File: src/rtl/cp0_regfile.sv
// CP0 architectural register file: commits MTC0 writes, runs the Count/Compare
// timer, records exception entry/ERET and produces the registered interrupt request.
package cp0_regfile_pkg;

  localparam int unsigned XLEN = 32;

  typedef logic [4:0] creg_addr_t;

  localparam creg_addr_t CREG_BADVADDR = 5'd8;
  localparam creg_addr_t CREG_COUNT    = 5'd9;
  localparam creg_addr_t CREG_COMPARE  = 5'd11;
  localparam creg_addr_t CREG_STATUS   = 5'd12;
  localparam creg_addr_t CREG_CAUSE    = 5'd13;
  localparam creg_addr_t CREG_EPC      = 5'd14;
  localparam creg_addr_t CREG_ERROREPC = 5'd30;

  typedef struct packed {
    logic [XLEN-1:0] badvaddr;
    logic [XLEN-1:0] count;
    logic [XLEN-1:0] compare;
    logic [XLEN-1:0] status;
    logic [XLEN-1:0] cause;
    logic [XLEN-1:0] epc;
    logic [XLEN-1:0] errorepc;
  } cp0_t;

endpackage

module cp0_regfile
  import cp0_regfile_pkg::*;
#(
  parameter int unsigned COUNT_DIV  = 2,
  parameter logic [31:0] STATUS_RST = 32'h0040_0000
) (
  input  logic             clk,
  input  logic             reset,
  input  logic             wr_en,
  input  creg_addr_t       wr_addr,
  input  logic [XLEN-1:0]  wr_data,
  input  logic             exc_valid,
  input  logic [4:0]       exc_code,
  input  logic [XLEN-1:0]  exc_pc,
  input  logic             exc_bd,
  input  logic             exc_badva_valid,
  input  logic [XLEN-1:0]  exc_badva,
  input  logic             eret,
  input  logic [5:0]       ext_int,
  output cp0_t             cp0,
  output logic             int_pending
);

  // Cause bit positions
  localparam int unsigned CAUSE_BD  = 31;
  localparam int unsigned CAUSE_TI  = 30;
  localparam int unsigned STAT_EXL  = 1;
  localparam int unsigned STAT_IE   = 0;

  // Only the software interrupt bits IP[1:0] are writable; the rest of Cause
  // is either hardware-owned or unimplemented (reads zero).
  localparam logic [XLEN-1:0] CAUSE_SW_MASK = 32'h0000_0300;

  cp0_t cp0_nxt;
  logic tick_phase;
  logic tick_phase_nxt;
  logic tick_last;
  logic mtc0;
  logic int_nxt;

  always_comb begin
    cp0_nxt        = cp0;
    mtc0           = wr_en & ~exc_valid & ~eret;
    tick_last      = (COUNT_DIV == 32'd1) || tick_phase;
    tick_phase_nxt = ~tick_last;

    if (tick_last) begin
      cp0_nxt.count = cp0.count + 32'd1;
    end

    // Software writes; Count write also restarts the divider phase
    if (mtc0) begin
      case (wr_addr)
        CREG_BADVADDR: cp0_nxt.badvaddr = wr_data;
        CREG_COUNT: begin
          cp0_nxt.count  = wr_data;
          tick_phase_nxt = 1'b0;
        end
        CREG_COMPARE:  cp0_nxt.compare  = wr_data;
        CREG_STATUS:   cp0_nxt.status   = wr_data;
        CREG_CAUSE:    cp0_nxt.cause    = (cp0.cause & ~CAUSE_SW_MASK) | (wr_data & CAUSE_SW_MASK);
        CREG_EPC:      cp0_nxt.epc      = wr_data;
        CREG_ERROREPC: cp0_nxt.errorepc = wr_data;
        default: ;
      endcase
    end

    // Timer interrupt: a Compare write clears TI even if a match happens now
    if (mtc0 && (wr_addr == CREG_COMPARE)) begin
      cp0_nxt.cause[CAUSE_TI] = 1'b0;
    end else if (cp0.count == cp0.compare) begin
      cp0_nxt.cause[CAUSE_TI] = 1'b1;
    end

    cp0_nxt.cause[15:10] = {ext_int[5] | cp0.cause[CAUSE_TI], ext_int[4:0]};

    if (exc_valid) begin
      if (!cp0.status[STAT_EXL]) begin
        cp0_nxt.epc             = exc_bd ? (exc_pc - 32'd4) : exc_pc;
        cp0_nxt.cause[CAUSE_BD] = exc_bd;
      end
      cp0_nxt.status[STAT_EXL] = 1'b1;
      cp0_nxt.cause[6:2]       = exc_code;
      if (exc_badva_valid) begin
        cp0_nxt.badvaddr = exc_badva;
      end
    end else if (eret) begin
      cp0_nxt.status[STAT_EXL] = 1'b0;
    end

    int_nxt = ~exc_valid & cp0.status[STAT_IE] & ~cp0.status[STAT_EXL] &
              (|(cp0.cause[15:8] & cp0.status[15:8]));
  end

  always_ff @(posedge clk) begin
    if (reset) begin
      cp0          <= '0;
      cp0.status   <= STATUS_RST;
      tick_phase   <= 1'b0;
      int_pending  <= 1'b0;
    end else begin
      cp0          <= cp0_nxt;
      tick_phase   <= tick_phase_nxt;
      int_pending  <= int_nxt;
    end
  end

endmodule

File: config.mk
export PLATFORM = sky130hd
export DESIGN_NAME = cp0_regfile
export DESIGN_NICKNAME = d
export VERILOG_FILES = /design/src/rtl/cp0_regfile.sv
export SDC_FILE = /design/constraint.sdc
export NUM_CORES = 1
export LEC_CHECK = 0
export ABC_CLOCK_PERIOD_IN_PS = 3400
export BUFFER_PORTS_ARGS = -buffer_cell sky130_fd_sc_hd__buf_4
export CAP_MARGIN = 40
export CELL_PAD_IN_SITES_DETAIL_PLACEMENT = 1
export CELL_PAD_IN_SITES_GLOBAL_PLACEMENT = 1
export CORE_UTILIZATION = 25
export CTS_CLUSTER_DIAMETER = 40
export CTS_CLUSTER_SIZE = 12
export DETAILED_ROUTE_END_ITERATION = 7
export PLACE_DENSITY = 0.71
export SYNTH_ARGS = -nofsm -noshare
export SYNTH_HDL_FRONTEND = slang
export SYNTH_SLANG_ARGS = --single-unit
File: constraint.sdc
create_clock -name clk -period 3.4 [get_ports clk]
set_input_delay 0.34 -clock clk [delete_from_list [all_inputs] [get_ports clk]]
set_output_delay 0.34 -clock clk [all_outputs]
set_load 0.02 [all_outputs]
==> results.cfg, run 1 <==
[cts]
htreeDepth = 2
cts.sinks = 209
cts.root.buffer_cell = clkbuf_16
cts.reportedPaths.clkPinSlew_ps = 60
cts_buffers = 40
insertion_delay_ps = 530
tritoncts = done
cts_resized = 0
cts.path.max_buffers = 3

[drt]
ant_nets = 0
dr_total_vias = 9435
wl_um = 40800
first_iter_violations = 436
drt_pass1_iterations = 4
drc = 0
routedWlPerCell_um = 20.8
vias_per_cell = 4.81

[logic_synthesis]
async_flop_share_pct = 0
syn_area_per_cell_um2 = 8.45
synth_top_family_by_area = simple AND/OR/NAND/NOR gates
synth_cells = 1122
syn-cell-area_mm2 = 0.00949
synthFlopType = dfxtp_1
synth_xor_area_share_pct = 7.57
synth_top_cell_by_area = dfxtp_1
synth_area_leaders = dfxtp_1 44%, nand2_1 8.3%, mux2i_1 7.0%
synthSimpleGateAreaFrac_pct = 20.9
ys_seq_elements = 209
netlist.area_leader.share_pct = 44.1
ys_seq_area_share_pct = 44.1
synth_compound_area_share_pct = 14.9
ys_types = 53
synth_common_cells = 209 x dfxtp_1, 209 x nand2_1, 112 x a21oi_1
synth_fa_ha_area_share_pct = 0.264
synth_mux_area_share_pct = 7.32
yosysWarningCount = 0
synth_edf_count = 0

[setup_path]
arrival_ps = 2990
r2r_slack_ps = 840
r2r_end = cp0[185]$_SDFF_PP0_
path_max_fanout = 9
critPathKind = reg2reg
crit_path_start_kind = flop
cp-end-kind = flop
timing.rr.start = cp0[167]$_SDFF_PP0_
rr_worst_depth = 5
required_ps = 3830

[outcome]
outcome = complete, no violations

[floorplanning]
rows = 70
coreArea_mm2 = 0.0370
dieArea_mm2 = 0.0387
die_x_um = 197
die_y_um = 197
ios = 344
start_util_pct = 25.7

[finish]
num_antenna_cells = 0
fin_nets = 1549
drive_gt1_share_pct = 29.9
final_util_pct = 37.3
area_delta_synth_final_pct = 45.4

[worst_hold_path]
hold_depth = 2
hold_path.startpoint = ext_int[4]
hp-class = in2reg
hold-path-endpoint = cp0[78]$_SDFF_PP0_

[job]
drv_cap = 0

[sta]
slew_headroom_pct = 51.3
fmax_mhz = 391
min_period_ps = 2560
slew_viol_final = 0
setup_ws_ps = 844
rsz0062_at_grt = no
whs_ps = 30.8
tightest_slew_ps = 731
finalSetupViolCount = 0
clock-skew-final_ps = 12.5
finalCritPeriodShare_pct = 75.2
hold_violations = 0
setup_tns_ps = 0

[global_routing]
grt_pass1_vias = 9667
grt_max_degree = 94
grt_pass1_wl_um = 60500
grtUsageTotal_pct = 20.8
antenna_found_initial = 2
grt_overflow = 0

[power]
finalPower_uw = 7310
ir_worst_vdd_v = 0.000282
cellLeakagePower_uw = 0.00583
power_density_mw_per_mm2 = 530

[placed_design]
place_ws_ps = 725
post-dp-hpwl_um = 29500
gp_congestion = 0.778
portBuffers = 326
==> report_power, final <==
part / internal, µW / total, µW / switching (µW)
logic: 292 / 708 / 416
clock network: 2610 / 4020 / 1410
registers: 2530 / 2580 / 52.8
==> cells by family after synthesis <==
group                      Yosys count
muxes                               69
other                                1
adders and majority gates            2
AOI/OAI and AO/OA                  227
buffers and inverters              103
xor gates and xnor gates            82
DFF                                209
and+or+nand+nor                    429
==> per-layer routing <==
layer  GRT usage (%)  vias to the layer above  routed length [µm]
met4            9.27                        0                1480
met2            34.6                      274               19300
li1                -                     4472                   -
met3            4.59                       78                2350
met1            25.6                     4611               17600
met5               0                        -                   0
==> what timing repair did <==
action,4_1_cts,5_1_grt
endpoints found under the hold margin,3,0
hold buffers,3,0
buffers inserted,0,0
==> final cells by class <==
class                   count  area [µm²]
well taps                 504         631
flip-flops and latches    209        4180
repair buffers            344        2680
clock inverters            24         269
fillers                  4371       23200
multi-input cells         826        4920
clock buffers              47        1090
inverters                   7        26.3
==> sequential cells by signal (all words and copies together), names as in the netlist <==
signal	flops
int_pending	1
tick_last	1
cp0	207
==> metrics by stage <==
stage,cells,instance area [µm²]
3_3_place_gp,1882,12300
4_1_cts,1961,13800
5_1_grt,1961,13800
6_report,1961,13800
2_1_floorplan,1138,9550
3_5_place_dp,1887,12400
==> worst max-delay path by stage <==
stage | from | to | slack, ps | cells past startpoint
floorplan | cp0[170]$_SDFF_PP0_ | cp0[191]$_SDFF_PP0_ | 1260 | 6
global placement | exc_valid | cp0[211]$_SDFF_PP0_ | 680 | 6
detailed placement | exc_valid | cp0[205]$_SDFF_PP0_ | 720 | 7
CTS | cp0[167]$_SDFF_PP0_ | cp0[190]$_SDFF_PP0_ | 860 | 5
global route | cp0[167]$_SDFF_PP0_ | cp0[191]$_SDFF_PP0_ | 640 | 5
finish | cp0[167]$_SDFF_PP0_ | cp0[185]$_SDFF_PP0_ | 840 | 5
==> critical path: stages (launching register included) <==
cell and delay, ps:
dfxtp_1 470, nand4_1 390, nor4_4 440, nand4_1 440
or3_1 450, a311oi_1 270
==> placed cells by master, fill, tap and decap left out, types with 11 or more instances in the layout <==
master,Yosys,routed
mux2i_1,66,66
xnor2_1,69,69
clkbuf_16,0,41
xor2_1,13,13
buf_4,17,334
or3_1,16,14
a21oi_1,112,112
nor3_1,18,17
nor2_1,103,103
nand3_1,11,11
dfxtp_1,209,209
a211oi_1,73,73
nand4_1,20,20
conb_1,1,17
nand2_1,209,208
a21o_1,12,12
(Power assumes the default switching activity.)
==> run 2, diff against run 1 <==
--- a/config.mk
+++ b/config.mk
@@ -5,7 +5,7 @@
 export SDC_FILE = /design/constraint.sdc
 export NUM_CORES = 1
 export LEC_CHECK = 0
-export ABC_CLOCK_PERIOD_IN_PS = 3400
+export ABC_CLOCK_PERIOD_IN_PS = 2200
 export BUFFER_PORTS_ARGS = -buffer_cell sky130_fd_sc_hd__buf_4
 export CAP_MARGIN = 40
 export CELL_PAD_IN_SITES_DETAIL_PLACEMENT = 1
@@ -14,7 +14,7 @@
 export CTS_CLUSTER_DIAMETER = 40
 export CTS_CLUSTER_SIZE = 12
 export DETAILED_ROUTE_END_ITERATION = 7
-export PLACE_DENSITY = 0.71
+export PLACE_DENSITY = 0.74
 export SYNTH_ARGS = -nofsm -noshare
 export SYNTH_HDL_FRONTEND = slang
 export SYNTH_SLANG_ARGS = --single-unit
==> constraint.sdc (replaced) <==
create_clock -name clk -period 2.2 [get_ports clk]
set_input_delay 0.22 -clock clk [delete_from_list [all_inputs] [get_ports clk]]
set_output_delay 0.22 -clock clk [all_outputs]
set_load 0.02 [all_outputs]
==> run 2 against run 1 <==
Net effect: critical path depth up 2; worst setup slack worse by 820 ps; clock skew down 1.0 ps; critical path type is now in2reg; critical endpoint is now cp0[63]$_SDFF_PP0_.
==> results.cfg, run 2 (synthesis results as in run 1) <==
[outcome]
outcome = complete, no violations

[floorplanning]
die_y_um = 197
start_util_pct = 25.7
rows = 70
coreArea_mm2 = 0.0370
die_x_um = 197
dieArea_mm2 = 0.0387
ios = 344

[finish]
fin_cells = 2092
final_cell_mix = 374 x buf_4, 209 x dfxtp_1, 208 x nand2_1, 112 x a21oi_1, 103 x nor2_1
drive_gt1_share_pct = 30.1
final_util_pct = 40.7
final_common_cell = buf_4
max_flop_register = cp0
largest_reg_flops = 207
fin_nets = 1677
area_delta_synth_final_pct = 58.4

[global_routing]
grt_max_degree = 93
grtUsageTotal_pct = 22.5
grt_pass1_wl_um = 65600
antenna_found_initial = 2
grt_overflow = 0
grt_pass1_vias = 10812

[drt]
vias_per_cell = 4.87
dr_total_vias = 10186
first_iter_violations = 448
drc = 0
wl_um = 43900
routedWlPerCell_um = 21.0
drt_pass1_iterations = 5
ant_nets = 0

[sta]
whs_ps = 33.7
hold_violations = 0
slew_headroom_pct = 62.3
finalCritPeriodShare_pct = 99.0
slew_viol_final = 0
finalSetupViolCount = 0
min_period_ps = 2180
fmax_mhz = 459
setup_tns_ps = 0
rsz0062_at_grt = no
tightest_slew_ps = 566
clock-skew-final_ps = 11.5

[power]
clkPwrFrac_pct = 55.0
p_int_uw = 8720
power_density_mw_per_mm2 = 777
p_sw_uw = 2950
swShare_pct = 25.3
cellLeakagePower_uw = 0.00642
ir_worst_vdd_v = 0.000477
power_frac_seq_pct = 34.2
combPwrFrac_pct = 10.8

[cts]
cts.path.max_buffers = 3
htreeDepth = 2
cts.root.buffer_cell = clkbuf_16
cts.reportedPaths.clkPinSlew_ps = 50
cts.sinks = 209
insertion_delay_ps = 540
tritoncts = done
cts_buffers = 40

[setup_path]
arrival_ps = 2630
cp-end-kind = flop
critPathTopFamily = simple AND/OR/NAND/NOR gates
path_max_fanout = 10
max_stage_delay_ps = 560
path_buf_inv = 2
crit_path_start_kind = input pin
slowest_stage = or4_4
required_ps = 2650
critPathKind = in2reg
crit_top_cell = or4_4
path_cells = dlygate4sd3_1, buf_4, or4_4, or4_4, nor4_4, xnor2_1, a211oi_2

[placed_design]
post-dp-hpwl_um = 30500
dp_cells = 1927
gp_congestion = 0.830
portBuffers = 326

[job]
drv_cap = 0

[worst_hold_path]
hp-class = in2reg
==> run 2: cell types whose count changed in the layout (fill, tap and decap cells not counted), sizes merged <==
cell	change
buf	+41
bufinv	+2
clkbuf	+2
clkinv	-2
clkinvlp	+3
diode	+1
dlygate4sd3	+86
dlymetal6s4s	+1
inv	-3
==> run 2: power by group through the flow <==
stage	combinational (µW)	sequential (µW)	clock, µW
finish	1260	3990	6420
global placement	1090	4060	0
global route	1340	4000	6730
detailed placement	1110	4060	0
CTS	1250	3990	6550
floorplan	374	4180	0
==> run 2: area by class of cell <==
type                    instances  area [µm²]
clock buffers                  49        1100
repair buffers                472        3860
clock inverters                24         302
fillers                      4351       21900
multi-input cells             826        4920
well taps                     504         631
inverters                       7        26.3
flip-flops and latches        209        4180
diodes                          1        2.50
==> run 2: worst paths after layout <==
| check | from | endpoint | slack (ps) | depth (start not counted) |
|---|---|---|---|---|
| setup / recovery | exc_pc[18] | cp0[63]$_SDFF_PP0_ | 20 | 7 |
| hold / removal | wr_data[11] | cp0[139]$_SDFFE_PP0P_ | 30 | 3 |
| setup reg to reg | cp0[161]$_SDFF_PP0_ | cp0[190]$_SDFF_PP0_ | 210 | 7 |
| hold reg to reg | cp0[31]$_SDFFE_PP0P_ | cp0[31]$_SDFFE_PP0P_ | 450 | 2 |
==> run 2: routing by layer <==
metal,track usage (%),wire length (µm),up-vias
li1,-,-,4722
met1,26.8,18200,4976
met2,37.0,20800,361
met3,5.03,2580,127
met4,13.1,2330,0
met5,0,0,-
==> run 2: what timing repair did <==
action / CTS / global route
buffers inserted: 0 / 1
hold buffers: 90 / 0
gates resized for setup: 0 / 2
endpoints found under the hold margin: 133 / 0
setup endpoints to repair: 0 / 8
==> run 2: through the flow <==
step | power [µW] | setup slack (ps) | instance area, µm²
6_report | 11700 | 22.0 | 15000
5_1_grt | 12100 | 6.93 | 15000
4_1_cts | 11800 | 74.2 | 15000
3_5_place_dp | 5180 | -10.7 | 12700
3_3_place_gp | 5150 | 69.9 | 12700
2_1_floorplan | 4560 | 58.2 | 9550
==> run 2: worst min-delay path: stages <==
cell and delay (ps):
buf_4 170, nand2_1 70, a21oi_1 60
==> run 3, diff against run 2 <==
==> config.mk (replaced) <==
export PLATFORM = sky130hd
export DESIGN_NAME = cp0_regfile
export DESIGN_NICKNAME = d
export VERILOG_FILES = /design/src/rtl/cp0_regfile.sv
export SDC_FILE = /design/constraint.sdc
export NUM_CORES = 1
export LEC_CHECK = 0
export ABC_AREA = 1
export ABC_CLOCK_PERIOD_IN_PS = 2200
export BUFFER_PORTS_ARGS = -buffer_cell sky130_fd_sc_hd__buf_4
export CAP_MARGIN = 40
export CORE_UTILIZATION = 25
export CTS_CLUSTER_DIAMETER = 40
export CTS_CLUSTER_SIZE = 12
export DETAILED_ROUTE_END_ITERATION = 7
export PLACE_DENSITY = 0.59
export SYNTH_ARGS = -nofsm -noshare
export SYNTH_HDL_FRONTEND = slang
export SYNTH_SLANG_ARGS = --single-unit
==> run 3 against run 2 <==
Net effect: combinational power grew 8%; critical path depth grew 4; non-clock buffer count shrank 12; via count grew 16%; largest cell class unchanged.
==> results.cfg, run 3 <==
[drt]
ant_nets = 0
wl_um = 46000
drc = 0
first_iter_violations = 690
vias_per_cell = 4.62
drt_pass1_iterations = 6
routedWlPerCell_um = 18.0
dr_total_vias = 11808

[finish]
area_delta_synth_final_pct = 56.0
final_cell_mix = 347 x buf_4, 268 x nand2_1, 209 x dfxtp_1, 201 x inv_1, 193 x nor2_1
num_antenna_cells = 0
final_common_cell = buf_4
largest_reg_flops = 207
drive_gt1_share_pct = 22.8
fin_nets = 2104
max_flop_register = cp0

[logic_synthesis]
synthFlopType = dfxtp_1
netlist.area_leader.share_pct = 40.3
synth_cells = 1548
syn_area_per_cell_um2 = 6.71
ys_seq_area_share_pct = 40.3
ys_types = 39
ys_seq_elements = 209
synth_edf_count = 0
yosysWarningCount = 0
synth_most_common_cell = nand2_1
synth_top_cell_by_area = dfxtp_1
synth_common_cells = 269 x nand2_1, 209 x dfxtp_1, 202 x inv_1
syn-cell-area_mm2 = 0.0104
synth_area_leaders = dfxtp_1 40%, nand2_1 9.7%, o21ai_0 8.0%
async_flop_share_pct = 0

[sta]
rsz0062_at_grt = no
hold_violations = 0
slew_headroom_pct = 53.3
finalCritPeriodShare_pct = 88.4
min_period_ps = 1950
setup_ws_ps = 254
fmax_mhz = 514
tightest_slew_ps = 700
finalSetupViolCount = 0
slew_viol_final = 0
setup_tns_ps = 0
clock-skew-final_ps = 17.5

[setup_path]
slowest_stage = dlygate4sd3_1
cp-end-kind = flop
critPathLaunch = exc_pc[2]
critPathKind = in2reg
timing.rr.start = tick_last$_SDFF_PP0_
r2r_end = cp0[188]$_SDFF_PP0_
required_ps = 2650
rr_worst_depth = 9
max_stage_delay_ps = 550
arrival_ps = 2400
path_max_fanout = 6
crit_path_start_kind = input pin
r2r_slack_ps = 260
path_cells = dlygate4sd3_1, buf_4, inv_1, ha_1, nand2_1, inv_1, nand3_1, nor2_1, nand4_1, o21ai_0, a21oi_1
crit_top_cell = inv_1

[cts]
htreeDepth = 2
cts.sinks = 209
tritoncts = done
cts.reportedPaths.clkPinSlew_ps = 50
insertion_delay_ps = 580
cts.path.max_buffers = 3
cts_buffers = 50
cts.root.buffer_cell = clkbuf_16
post-cts-setup-buffers = 0

[global_routing]
grt_pass1_vias = 10917
grtUsageTotal_pct = 21.1
grt_pass1_wl_um = 66500
grt_overflow = 0
antenna_found_initial = 0
grt_max_degree = 101

[placed_design]
portBuffers = 326
gp_congestion = 0.898
post-dp-hpwl_um = 33200
place_ws_ps = 274

[floorplanning]
die_y_um = 206
rows = 74
start_util_pct = 25.4
dieArea_mm2 = 0.0423
die_x_um = 206
coreArea_mm2 = 0.0409
ios = 344

[outcome]
outcome = complete, no violations

[power]
power_density_mw_per_mm2 = 799
cellLeakagePower_uw = 0.00788
finalPower_uw = 12900
ir_worst_vdd_v = 0.000474

[worst_hold_path]
hold-path-endpoint = cp0[211]$_SDFF_PP0_
hold_path.startpoint = wr_data[19]
hold_depth = 5
hp-class = in2reg

[job]
drv_cap = 0
-- run 3: routing by layer --
layer | wire, µm | vias up | global-route usage (%)
met1 | 20300 | 5445 | 27.5
met3 | 3170 | 82 | 5.12
li1 | - | 5867 | -
met2 | 21000 | 414 | 33.4
met5 | 0 | - | 0
met4 | 1520 | 0 | 7.88
-- run 3: area by class of cell --
class	count	area [µm²]
Timing Repair Buffer	460	3810
Clock buffer	54	1310
Multi-Input combinational cell	1059	5040
Inverter	203	764
Clock inverter	40	423
Sequential cell	209	4180
Tap cell	532	666
Fill cell	4255	24700
-- run 3: timing repair --
action,4_1_cts,5_1_grt
gates resized for setup,0,1
endpoints found under the hold margin,94,0
endpoints found under the setup margin,0,1
hold buffers,106,0
-- run 3: worst max-delay path, delay by kind of cell --
kind                     cells  cell delay, ps
AO/OA/AOI/OAI                2             350
adder cells (fa/ha/maj)      1             150
buffers and inverters        4             890
AND/OR/NAND/NOR              4             780
-- run 3: worst max-delay path by stage --
stage                               end  cells after the start  slack (ps)
finish               cp0[58]$_SDFF_PP0_                     11         250
global route        cp0[180]$_SDFF_PP0_                     12          10
CTS                 cp0[180]$_SDFF_PP0_                     12         250
detailed placement  cp0[180]$_SDFF_PP0_                     12         270
global placement    cp0[180]$_SDFF_PP0_                     12         340
floorplan           cp0[180]$_SDFF_PP0_                     12         430
-- run 3: cell families after synthesis --
logic type	share of synthesized area (%)
AND/OR/NAND/NOR	27.3
AO/OA/AOI/OAI	17.1
buffers and inverters	11.8
flip-flops	40.3
XOR/XNOR	3.21
adder cells (fa/ha/maj)	0.241
other	0.0361
-- run 3: where the power goes --
| group | switching [µW] | internal, µW | total, µW |
|---|---|---|---|
| logic | 764 | 594 | 1360 |
| clock network | 2700 | 4870 | 7580 |
| registers | 87.7 | 3910 | 4000 |
-- run 3: per-stage QoR --
stage | instance area (µm²) | instances | hold WS [ps] | utilization, %
finish | 16200 | 2557 | 20.7 | 39.6
detailed placement | 13400 | 2357 | 427 | 32.7
floorplan | 10400 | 1564 | 327 | -
CTS | 16200 | 2557 | 0.268 | 39.6
global placement | 13400 | 2357 | 419 | 32.7
global route | 16200 | 2557 | 20.0 | 39.6
